## config.mk

```make
export PLATFORM = sky130hd
export DESIGN_NAME = mux_scan_sequencer_flat
export DESIGN_NICKNAME = d
export VERILOG_FILES = /design/src/rtl/mux_scan_sequencer_pkg.sv /design/src/rtl/mux_scan_sequencer_if.sv /design/src/rtl/mux_scan_settle_timer.sv /design/src/rtl/mux_scan_sequencer.sv /design/src/flat_wrapper.sv
export SDC_FILE = /design/constraint.sdc
export NUM_CORES = 1
export LEC_CHECK = 0
export ABC_CLOCK_PERIOD_IN_PS = 1400
export CAP_MARGIN = 30
export CORE_AREA = 4 4 41 43
export CTS_BUF_LIST = sky130_fd_sc_hd__clkbuf_4 sky130_fd_sc_hd__clkbuf_8
export CTS_CLUSTER_DIAMETER = 200
export DETAILED_ROUTE_END_ITERATION = 6
export DIE_AREA = 0 0 45 47
export PLACE_DENSITY = 0.76
export SYNTH_ARGS = -nofsm -noshare
export SYNTH_HDL_FRONTEND = slang
export SYNTH_SLANG_ARGS = --single-unit
```

## constraint.sdc

```tcl
create_clock -name clk -period 1.4 [get_ports clk]
set_input_delay 0.21 -clock clk [delete_from_list [all_inputs] [get_ports clk]]
set_output_delay 0.21 -clock clk [all_outputs]
set_load 0.05 [all_outputs]
```

## src/rtl/mux_scan_sequencer_pkg.sv

```systemverilog
// rtl/mux_scan_sequencer_pkg.sv - shared types and constants for the mux scan sequencer
// Holds the scan state enum, channel count and select encodings.
package mux_scan_pkg;

  localparam int MUX_SCAN_CHANNELS = 4;

  typedef enum logic [1:0] {
    ST_IDLE   = 2'd0,
    ST_SETTLE = 2'd1,
    ST_VALID  = 2'd2
  } scan_state_e;

  // {control1,control2} for each mux input
  localparam logic [1:0] SEL_IN1 = 2'b00;
  localparam logic [1:0] SEL_IN2 = 2'b01;
  localparam logic [1:0] SEL_IN3 = 2'b10;
  localparam logic [1:0] SEL_IN4 = 2'b11;

  function automatic int settle_cnt_width(input int cycles);
    return (cycles > 1) ? $clog2(cycles) : 1;
  endfunction

endpackage

```

## src/rtl/mux_scan_sequencer_if.sv

```systemverilog
// rtl/mux_scan_sequencer_if.sv - scan result handshake bundle (parity under MUX_SCAN_PARITY_EN)
// Master is the sequencer presenting data/valid; slave is the consumer driving ready.
interface mux_scan_sequencer_if;
  logic [3:0] data;
  logic       valid;
  logic       ready;
`ifdef MUX_SCAN_PARITY_EN
  logic       parity;

  modport master (output data, output valid, output parity, input ready);
  modport slave  (input data, input valid, input parity, output ready);
`else
  modport master (output data, output valid, input ready);
  modport slave  (input data, input valid, output ready);
`endif
endinterface

```

## src/rtl/mux_scan_settle_timer.sv

```systemverilog
// rtl/mux_scan_settle_timer.sv - load/decrement settle counter for the mux scan sequencer
// expired_o is high whenever the count has reached zero.
module mux_scan_settle_timer
  import mux_scan_pkg::*;
#(
  parameter int SETTLE_CYCLES = 2
) (
  input  logic clk,
  input  logic reset,
  input  logic load_i,
  input  logic dec_i,
  output logic expired_o
);

  localparam int W = settle_cnt_width(SETTLE_CYCLES);
  localparam logic [W-1:0] LOAD_VAL = W'(SETTLE_CYCLES - 1);

  logic [W-1:0] cnt_q;
  logic [W-1:0] cnt_d;

  always_comb begin
    cnt_d = cnt_q;
    if (load_i) begin
      cnt_d = LOAD_VAL;
    end else if (dec_i && (cnt_q != '0)) begin
      cnt_d = cnt_q - W'(1);
    end
  end

  always_ff @(posedge clk) begin
    if (reset) begin
      cnt_q <= '0;
    end else begin
      cnt_q <= cnt_d;
    end
  end

  assign expired_o = (cnt_q == '0);

endmodule

```

## src/rtl/mux_scan_sequencer.sv

```systemverilog
// rtl/mux_scan_sequencer.sv - steps a 4:1 mux through its inputs and returns a 4-bit snapshot
// Optional registered parity of the word when MUX_SCAN_PARITY_EN is defined.
module mux_scan_sequencer
  import mux_scan_pkg::*;
#(
  parameter int SETTLE_CYCLES = 2
) (
  input  logic                        clk,
  input  logic                        reset,
  input  logic                        start,
  input  logic                        mux_out,
  output logic                        control1,
  output logic                        control2,
  output logic                        busy,
  mux_scan_sequencer_if.master        out_if
);

  if (SETTLE_CYCLES < 1) begin : g_bad_settle
    $error("mux_scan_sequencer: SETTLE_CYCLES must be >= 1");
  end

  localparam logic [1:0] LAST_IDX = 2'(MUX_SCAN_CHANNELS - 1);

  scan_state_e state_q;
  logic [1:0]  idx_q;
  logic [3:0]  data_q;
  logic        valid_q;
  logic        busy_q;
  logic        expired;
  logic        tmr_load;
  logic        tmr_dec;

  // Reload on scan start and on every channel change except the last.
  assign tmr_load = ((state_q == ST_IDLE) && start) ||
                    ((state_q == ST_SETTLE) && expired && (idx_q != LAST_IDX));
  assign tmr_dec  = (state_q == ST_SETTLE);

  mux_scan_settle_timer #(
    .SETTLE_CYCLES (SETTLE_CYCLES)
  ) u_settle_timer (
    .clk       (clk),
    .reset     (reset),
    .load_i    (tmr_load),
    .dec_i     (tmr_dec),
    .expired_o (expired)
  );

`ifdef MUX_SCAN_PARITY_EN
  logic parity_q;

  always_ff @(posedge clk) begin
    if (reset) begin
      parity_q <= 1'b0;
    end else if ((state_q == ST_SETTLE) && expired && (idx_q == LAST_IDX)) begin
      parity_q <= ^{mux_out, data_q[2:0]};
    end
  end

  assign out_if.parity = parity_q;
`endif

  always_ff @(posedge clk) begin
    if (reset) begin
      state_q <= ST_IDLE;
      idx_q   <= SEL_IN1;
      data_q  <= 4'b0000;
      valid_q <= 1'b0;
      busy_q  <= 1'b0;
    end else begin
      case (state_q)
        ST_IDLE: begin
          if (start) begin
            state_q <= ST_SETTLE;
            idx_q   <= SEL_IN1;
            busy_q  <= 1'b1;
          end
        end
        ST_SETTLE: begin
          if (expired) begin
            data_q[idx_q] <= mux_out;
            if (idx_q == LAST_IDX) begin
              state_q <= ST_VALID;
              valid_q <= 1'b1;
            end else begin
              idx_q <= idx_q + 2'd1;
            end
          end
        end
        ST_VALID: begin
          if (out_if.ready) begin
            state_q <= ST_IDLE;
            idx_q   <= SEL_IN1;
            valid_q <= 1'b0;
            busy_q  <= 1'b0;
          end
        end
        default: begin
          state_q <= ST_IDLE;
          idx_q   <= SEL_IN1;
          valid_q <= 1'b0;
          busy_q  <= 1'b0;
        end
      endcase
    end
  end

  // The channel index doubles as the mux select; it sits at 00 in IDLE.
  assign control1     = idx_q[1];
  assign control2     = idx_q[0];
  assign busy         = busy_q;
  assign out_if.data  = data_q;
  assign out_if.valid = valid_q;

endmodule

```

## src/flat_wrapper.sv

```systemverilog
// flat-port wrapper written by rule: the top's interface ports become plain ports
module mux_scan_sequencer_flat import mux_scan_pkg::*;
#(
  parameter int SETTLE_CYCLES = 2
)
  (clk, reset, start, mux_out, control1, control2, busy, out_if_data, out_if_valid, out_if_ready);
  mux_scan_sequencer_if out_if_i ();
  input  logic clk;
  input  logic reset;
  input  logic start;
  input  logic mux_out;
  output logic control1;
  output logic control2;
  output logic busy;
  output wire logic [$bits(out_if_i.data)-1:0] out_if_data;
  output wire logic [$bits(out_if_i.valid)-1:0] out_if_valid;
  input wire logic [$bits(out_if_i.ready)-1:0] out_if_ready;
  assign out_if_data = out_if_i.data;
  assign out_if_valid = out_if_i.valid;
  assign out_if_i.ready = out_if_ready;
  mux_scan_sequencer #(.SETTLE_CYCLES(SETTLE_CYCLES)) u_core (.clk(clk), .reset(reset), .start(start), .mux_out(mux_out), .control1(control1), .control2(control2), .busy(busy), .out_if(out_if_i));
endmodule
```

**Yosys cells after proc, flatten, opt, wreduce, memory -nomap -nowiden**

Cells that the tools add are included.

- Register bits after elaboration: 11
- Bits of input ports: 5

- Add/subtract/negate cells: 2
- Order comparisons: 2
- Eq/ne operators: 9
- Muxes and demuxes: 20
- Bitwise gates (word level): 3
- Reductions and logical operators: 13

Operator list:

| operator | count |
|---|---|
| $mux 2 | 7 |
| $pmux 2 s3 | 2 |
| $reduce_and 4->1 | 3 |
| $ne 2x2->1 const B | 5 |
| $mux 1 | 7 |
| $pmux 1 s3 | 2 |
| $logic_and 1x1->1 | 5 |
| $bwmux 4 | 1 |
| $eq 2x2->1 const B | 2 |
| $lt 2x3->1 const B | 1 |
| $not 1->1 | 3 |
| $reduce_and 3->1 | 1 |
| $add 2x1->2 const B | 1 |
| $demux 1 s2 | 1 |
| $eq 2x1->1 const B | 1 |
| $ge 2x1->1 const B | 1 |
| $logic_not 2->1 | 1 |
| $ne 2x1->1 const B | 1 |
| $reduce_and 2->1 | 1 |
| $reduce_bool 2->1 | 1 |
| $logic_or 1x1->1 | 1 |
| $sub 1x1->1 const B | 1 |

**Logic depth before layout (Yosys ltp)**

Gate-level depths: netlist (run 1).

- Depth in word-level cells: 5
- Gate-level depth with buffers: 5
- Mapped depth without buffers: 5

**Modules after synthesis**

Synthesis (run 1) repeated with hierarchy kept, for this count alone.

- Cell total of the unflattened synthesis: 66
- Area total of the unflattened synthesis: 608.1 um^2

Modules (own cells, without submodules):

| module | times used | cells each | area an instance (um^2) | seq. area each (um^2) |
|---|---|---|---|---|
| mux_scan_sequencer | 1 | 61 | 565.5 | 200.2 |
| mux_scan_settle_timer | 1 | 5 | 42.5 | 20.0 |

**Worst setup path after synthesis (run 1)**

Ideal clock, no wire load.

- Path kind: register -> register
- From: register u_core.idx_q[0]
- To: register u_core.idx_q[1]
- Setup time: 0.086 ns
- Arrival time: 1.553 ns
- Required time: 1.314 ns
- Slack: -0.240 ns
- Stages on the path, launching flop included: 5
- Clock period less this slack: 1.640 ns
- Cells stage by stage: dfxtp_1 -> ha_1 -> nor2_2 -> a211o_1 -> a221oi_2

- Cells in the longest elaborated chain, start to end: 4

Ends and longest elaborated chain:

| item | RTL line | source |
|---|---|---|
| start, declared | mux_scan_sequencer.sv:25 | `logic [1:0] idx_q;` |
| start signal, assigned | mux_scan_sequencer.sv:85 | `idx_q <= idx_q + 2'd1;` |
| $add 2x1->2 | mux_scan_sequencer.sv:85 |  |
| $mux 2 | mux_scan_sequencer.sv:81 | `if (idx_q == LAST_IDX) begin` |
| $mux 2 | mux_scan_sequencer.sv:79 | `if (expired) begin` |
| $pmux 2 s3 | mux_scan_sequencer.sv:70 | `case (state_q)` |

Parallel ways exist; a longest one is shown, timed or not. The select of a mux whose other input is x is not followed.
A chain may end at the register's enable or synchronous reset.

**Worst setup path after layout (run 1)**

- From: register u_core.idx_q[1]
- To: register u_core.idx_q[1]

Same word-level chain as after synthesis.

==> flow_summary.json, run 1 <==
{
  "first_pass_iters": 4,
  "grt_usage_pct": 14.59,
  "port_buffers": 12,
  "tightest_slew_ns": 0.3846,
  "place_congestion": 0.7689,
  "rows": 13,
  "wl_per_cell_um": 13.80,
  "clk_pin_slew_ns": 0.08,
  "clockBufferDepth": 2,
  "multi_input_area_sq_um": 340.3,
  "syn_to_final_growth_pct": 45.44,
  "post-cts-setup-buffer-count": 0,
  "critPathKind": "flop to flop",
  "ys_warn_count": 0,
  "ios": 13,
  "vdd_ir_drop_max_mv": 0.6899,
  "design_area_sq_um": 857.1,
  "cp_max_fo": 6,
  "htree_levels": 1,
  "fin_setup_tns_ns": 0,
  "synth_area_sq_um": 589.3,
  "layout-drive-gt1-share_pct": 32.05,
  "ant_nets": 0,
  "die_h_um": 47,
  "start_util_pct": 45.29,
  "totalWireLength_um": 1283,
  "maxSlewViolCount": 0,
  "ys_seq_elements": 11,
  "fmax_ghz": 0.7682,
  "status": "finished, final reports clean",
  "dpl_cell_area_sq_um": 829.5,
  "mostFrequentLayoutCells": "9 x nor2_1, 9 x dfxtp_1, 8 x buf_12",
  "chipWidth_um": 45,
  "synth_cells": 61,
  "place_hpwl_um": 964.8,
  "cts_tree": "done",
  "finalPower_uw": 726.1,
  "fin_crit_sh_pct": 92.98,
  "start_kind": "flop",
  "period_minus_slack_ns": 1.302,
  "ys_types": 24,
  "critPathRequiredTime_ns": 1.59,
  "grt_remaining_overflow": 0,
  "power.density_nw_per_um2": 847.2,
  "cts_sinks": 11,
  "cp-end-kind": "flop",
  "n_fill_cell": 108,
  "finClkSkew_ns": 0.006575,
  "final_core_util_pct": 65.87,
  "seq_area_sq_um": 225.2,
  "max_slew_margin_pct": 74.33,
  "yosysSeqAreaShare_pct": 37.37,
  "drt-vias-per-instance": 5.430,
  "min_path_type": "flop to flop",
  "ctsResizeCount": 0,
  "antenna_cells": 0,
  "postCtsHoldBufs": 0,
  "avgSynthCellArea_sq_um": 9.661,
  "grt_pass1_wl_um": 2118,
  "drt-initial-drc-count": 8,
  "drc": 0,
  "vias": 505,
  "grt_pass1_vias": 495,
  "leakagePower_nw": 0.3335,
  "clkLatencyLatePin_ns": 0.28,
  "rsz0062_at_grt": "false",
  "cts_root_buf": "clkbuf_4",
  "grt_max_degree": 14,
  "drv_cap": 0,
  "final-setup-viol-count": 0,
  "final_nets": 89,
  "cts_inserted_buffers": 3,
  "worstPathArrival_ns": 1.50,
  "hold_viol": 0,
  "dieArea_sq_um": 2115,
  "synth_nets": 71,
  "antenna_found_initial": 0,
  "fp.coreArea_sq_um": 1301
}
cell usage after synthesis:
library cell,n,area (sq um)
xnor2_1,1,8.760
a211o_1,1,8.760
nor2b_1,1,6.260
dfxtp_1,11,220.2
mux2i_1,6,60.06
nand2_1,2,7.510
a31oi_1,1,6.260
buf_2,2,10.01
o21bai_1,2,15.01
a21oi_1,2,10.01
ha_1,5,62.56
inv_1,4,15.01
nor2_1,9,33.78
clkbuf_1,1,3.750
nor3b_1,1,7.510
and4bb_2,4,50.05
o41ai_1,1,8.760
nor4_1,1,6.260
a211oi_1,1,7.510
and3b_2,1,10.01
nand3_1,1,5.000
nor2_2,1,6.260
a221oi_2,1,15.01
o21ai_0,1,5.000
kinds of logic after synthesis:
group                      synth area share, %
muxes                                    10.19
xor gates and xnor gates                 1.486
AOI/OAI and AO/OA                        12.95
adders and majority gates                10.62
DFF                                      37.37
and+or+nand+nor                          22.51
buffers and inverters                    4.882
per-stage QoR:
step	hold slack [ns]	cells	worst slack, ns
final	0.5207	93	0.09832
after global routing	0.5457	93	0.02364
after CTS	0.5180	93	0.09971
after detailed placement	0.5077	89	0.02696
after global placement	0.4949	89	0.04841
after floorplan	0.2983	61	0.01361
sequential cells by signal, indices dropped and copies added (netlist names):
| signal | flops |
|---|---|
| u_core.busy | 1 |
| u_core.u_settle_timer.cnt_q | 1 |
| u_core.idx_q | 2 |
| u_core.out_if.data | 4 |
| u_core.out_if.valid | 1 |
| u_core.state_q | 2 |
per-layer routing:
layer,part of all wire (%),track usage (%),routed length (um),vias to the layer above
met1,45,17.24,581,231
met5,0,0,0,-
met2,46,23.16,596,21
li1,-,-,-,249
met3,5.3,2.299,68,4
met4,2.9,12.28,37,0
where the power goes:
part | total, mW | internal (mW) | switching, mW
Combinational | 0.146 | 0.0767 | 0.0692
Sequential | 0.354 | 0.327 | 0.0276
Clock | 0.226 | 0.106 | 0.120
final timing paths:
check | from | endpoint | slack, ns | depth (start not counted)
max reg2reg | u_core.idx_q[1] | u_core.idx_q[1] | 0.1 | 4
max | u_core.idx_q[1] | u_core.idx_q[1] | 0.1 | 4
min | u_core.busy | u_core.busy | 0.52 | 2
min reg2reg | u_core.busy | u_core.busy | 0.52 | 2
layout make-up:
class                           instances  share of cell area [%]
Clock inverter                          1                  0.5839
Clock buffer                            3                   2.628
Tap cell                               15                   2.190
Sequential cell                        11                   26.28
Timing Repair Buffer                   16                   26.86
Multi-Input combinational cell         43                   39.71
Inverter                                4                   1.752
critical path, cell delays in order (launching register included):
cell,delay (ns)
dfxtp_2,0.41
ha_1,0.21
nor2_2,0.06
a211o_1,0.31
a221oi_2,0.22
Power figures use the tool's default switching activity.
==> run 2: changes to the inputs <==
--- a/config.mk
+++ b/config.mk
@@ -12,6 +12,7 @@
 export CTS_CLUSTER_DIAMETER = 200
 export DETAILED_ROUTE_END_ITERATION = 6
 export DIE_AREA = 0 0 45 47
+export GPL_TIMING_DRIVEN = 0
 export PLACE_DENSITY = 0.76
 export SYNTH_ARGS = -nofsm -noshare
 export SYNTH_HDL_FRONTEND = slang
==> flow_summary.json, run 2 (synthesized netlist as in run 1, its figures left out) <==
{
  "status": "finished, final reports clean",
  "drt-vias-per-instance": 5.293,
  "sw_frac_of_total_pct": 29.60,
  "start_kind": "flop",
  "antenna_found_initial": 0,
  "cp-end-kind": "primary output",
  "drt-initial-drc-count": 11,
  "final-setup-viol-count": 0,
  "hold_viol": 0,
  "grt_pass1_wl_um": 1904,
  "layout-drive-gt1-share_pct": 22.08,
  "rsz0062_at_grt": "false",
  "highest_layer": "met4",
  "crit_cells": 1,
  "dieArea_sq_um": 2115,
  "grt_max_degree": 11,
  "fin_crit_sh_pct": 96.48,
  "drc": 0,
  "leakagePower_nw": 0.3110,
  "mostFrequentLayoutCells": "9 x nor2_1, 9 x dfxtp_1, 6 x mux2i_1",
  "critPathKind": "flop to primary output",
  "crit_chain": "dlygate4sd2_1",
  "port_buffers": 12,
  "vdd_ir_drop_max_mv": 0.6335,
  "r2r_cells": 4,
  "rows": 13,
  "clkLatencyLatePin_ns": 0.27,
  "p_sw_uw": 202.3,
  "grt_usage_pct": 12.85,
  "cts_sinks": 11,
  "pre_cts_ws_ns": -0.02243,
  "slowest_stage": "dlygate4sd2_1",
  "finClkSkew_ns": 0.005420,
  "ctsResizeCount": 10,
  "place_congestion": 0.7295,
  "max_slew_margin_pct": 66.92,
  "post-cts-setup-buffer-count": 0,
  "wl_met2_um": 483,
  "ant_nets": 0,
  "internal_power_uw": 481.1,
  "crit_start": "u_core.busy",
  "hp-start": "u_core.busy",
  "min_path_type": "flop to flop",
  "crit_end": "busy",
  "chipWidth_um": 45,
  "critPathRequiredTime_ns": 1.19,
  "cts_root_buf": "clkbuf_4",
  "clockPowerShare_pct": 32.0,
  "fp.coreArea_sq_um": 1301,
  "place_hpwl_um": 815.9,
  "tightest_slew_ns": 0.4962,
  "start_util_pct": 45.29,
  "wl_per_cell_um": 12.16,
  "antenna_cells": 0,
  "cpPeakStageDelay_ns": 0.53,
  "htree_levels": 1,
  "fmax_ghz": 0.7404,
  "ios": 13,
  "die_h_um": 47,
  "path_delay_family": "buffers and inverters",
  "clk_pin_slew_ns": 0.07,
  "vias": 487,
  "drv_cap": 0,
  "grt_remaining_overflow": 0,
  "totalWireLength_um": 1119,
  "clockBufferDepth": 2,
  "worst-path-buf-inv": 1,
  "reg2reg_from": "u_core.idx_q[1]",
  "seqPwrFrac_pct": 50.2,
  "cts_tree": "done",
  "wl_met1_um": 576,
  "first_pass_iters": 5,
  "reg2reg_slack_ns": 0.13,
  "grt_pass1_vias": 415,
  "maxSlewViolCount": 0,
  "cp_max_fo": 3,
  "worstPathArrival_ns": 1.14,
  "reg2reg_to": "u_core.idx_q[1]",
  "cts_inserted_buffers": 3,
  "power.density_nw_per_um2": 918.0,
  "wl_met3_um": 38,
  "fin_setup_tns_ns": 0,
  "largest_reg_flops": 4,
  "fin_ws_ns": 0.04932,
  "final_nets": 88,
  "postCtsHoldBufs": 0,
  "period_minus_slack_ns": 1.351,
  "syn_to_final_growth_pct": 26.33,
  "combPwrFrac_pct": 17.8
}
-- run 2: changes by cell type in the layout (fill, tap and decap cells not counted) --
| cell | change |
|---|---|
| clkbuf_2 | +2 |
| buf_12 | -8 |
| clkbuf_1 | +1 |
| buf_2 | +2 |
| clkdlybuf4s15_1 | +1 |
| buf_4 | -4 |
| dlygate4sd2_1 | +5 |
-- run 2: worst min-delay path by stage --
stage	to	slack, ns	cells past startpoint
2_1_floorplan	u_core.idx_q[0]	0.30	1
3_3_place_gp	u_core.busy	0.46	2
3_5_place_dp	u_core.busy	0.47	2
4_1_cts	u_core.busy	0.48	2
5_1_grt	u_core.busy	0.50	2
6_report	u_core.busy	0.47	2
-- run 2: power groups by stage --
| stage | sequential (mW) | clock, mW | combinational, mW |
|---|---|---|---|
| floorplan | 0.377 | 0 | 0.0561 |
| global placement | 0.350 | 0 | 0.127 |
| detailed placement | 0.350 | 0 | 0.129 |
| CTS | 0.343 | 0.227 | 0.124 |
| global route | 0.346 | 0.247 | 0.132 |
| finish | 0.343 | 0.219 | 0.122 |
-- run 2: metal layers --
metal,track usage (%),vias to the layer above
met3,3.448,4
li1,-,249
met2,16.67,9
met5,0,-
met1,18.16,225
met4,8.772,0
-- run 2: final cells by class --
class | instances | area, sq um
clock buffers | 3 | 22.52
well taps | 15 | 18.77
repair buffers | 12 | 103.9
clock inverters | 1 | 5.005
multi-input cells | 43 | 340.3
inverters | 4 | 15.01
fillers | 132 | 556.8
plain buffers | 3 | 13.76
flip-flops and latches | 11 | 225.2
-- run 2: metrics by stage --
step	power [mW]	instance area [sq um]	hold slack (ns)	util, %	instances
finish	0.6834	744.5	0.4684	57.21	92
global route	0.7248	744.5	0.5034	57.21	92
CTS	0.6937	753.2	0.4766	57.88	92
detailed placement	0.4791	733.2	0.4689	56.35	88
global placement	0.4772	733.2	0.4588	56.35	88
floorplan	0.4335	594.3	0.2983	-	61
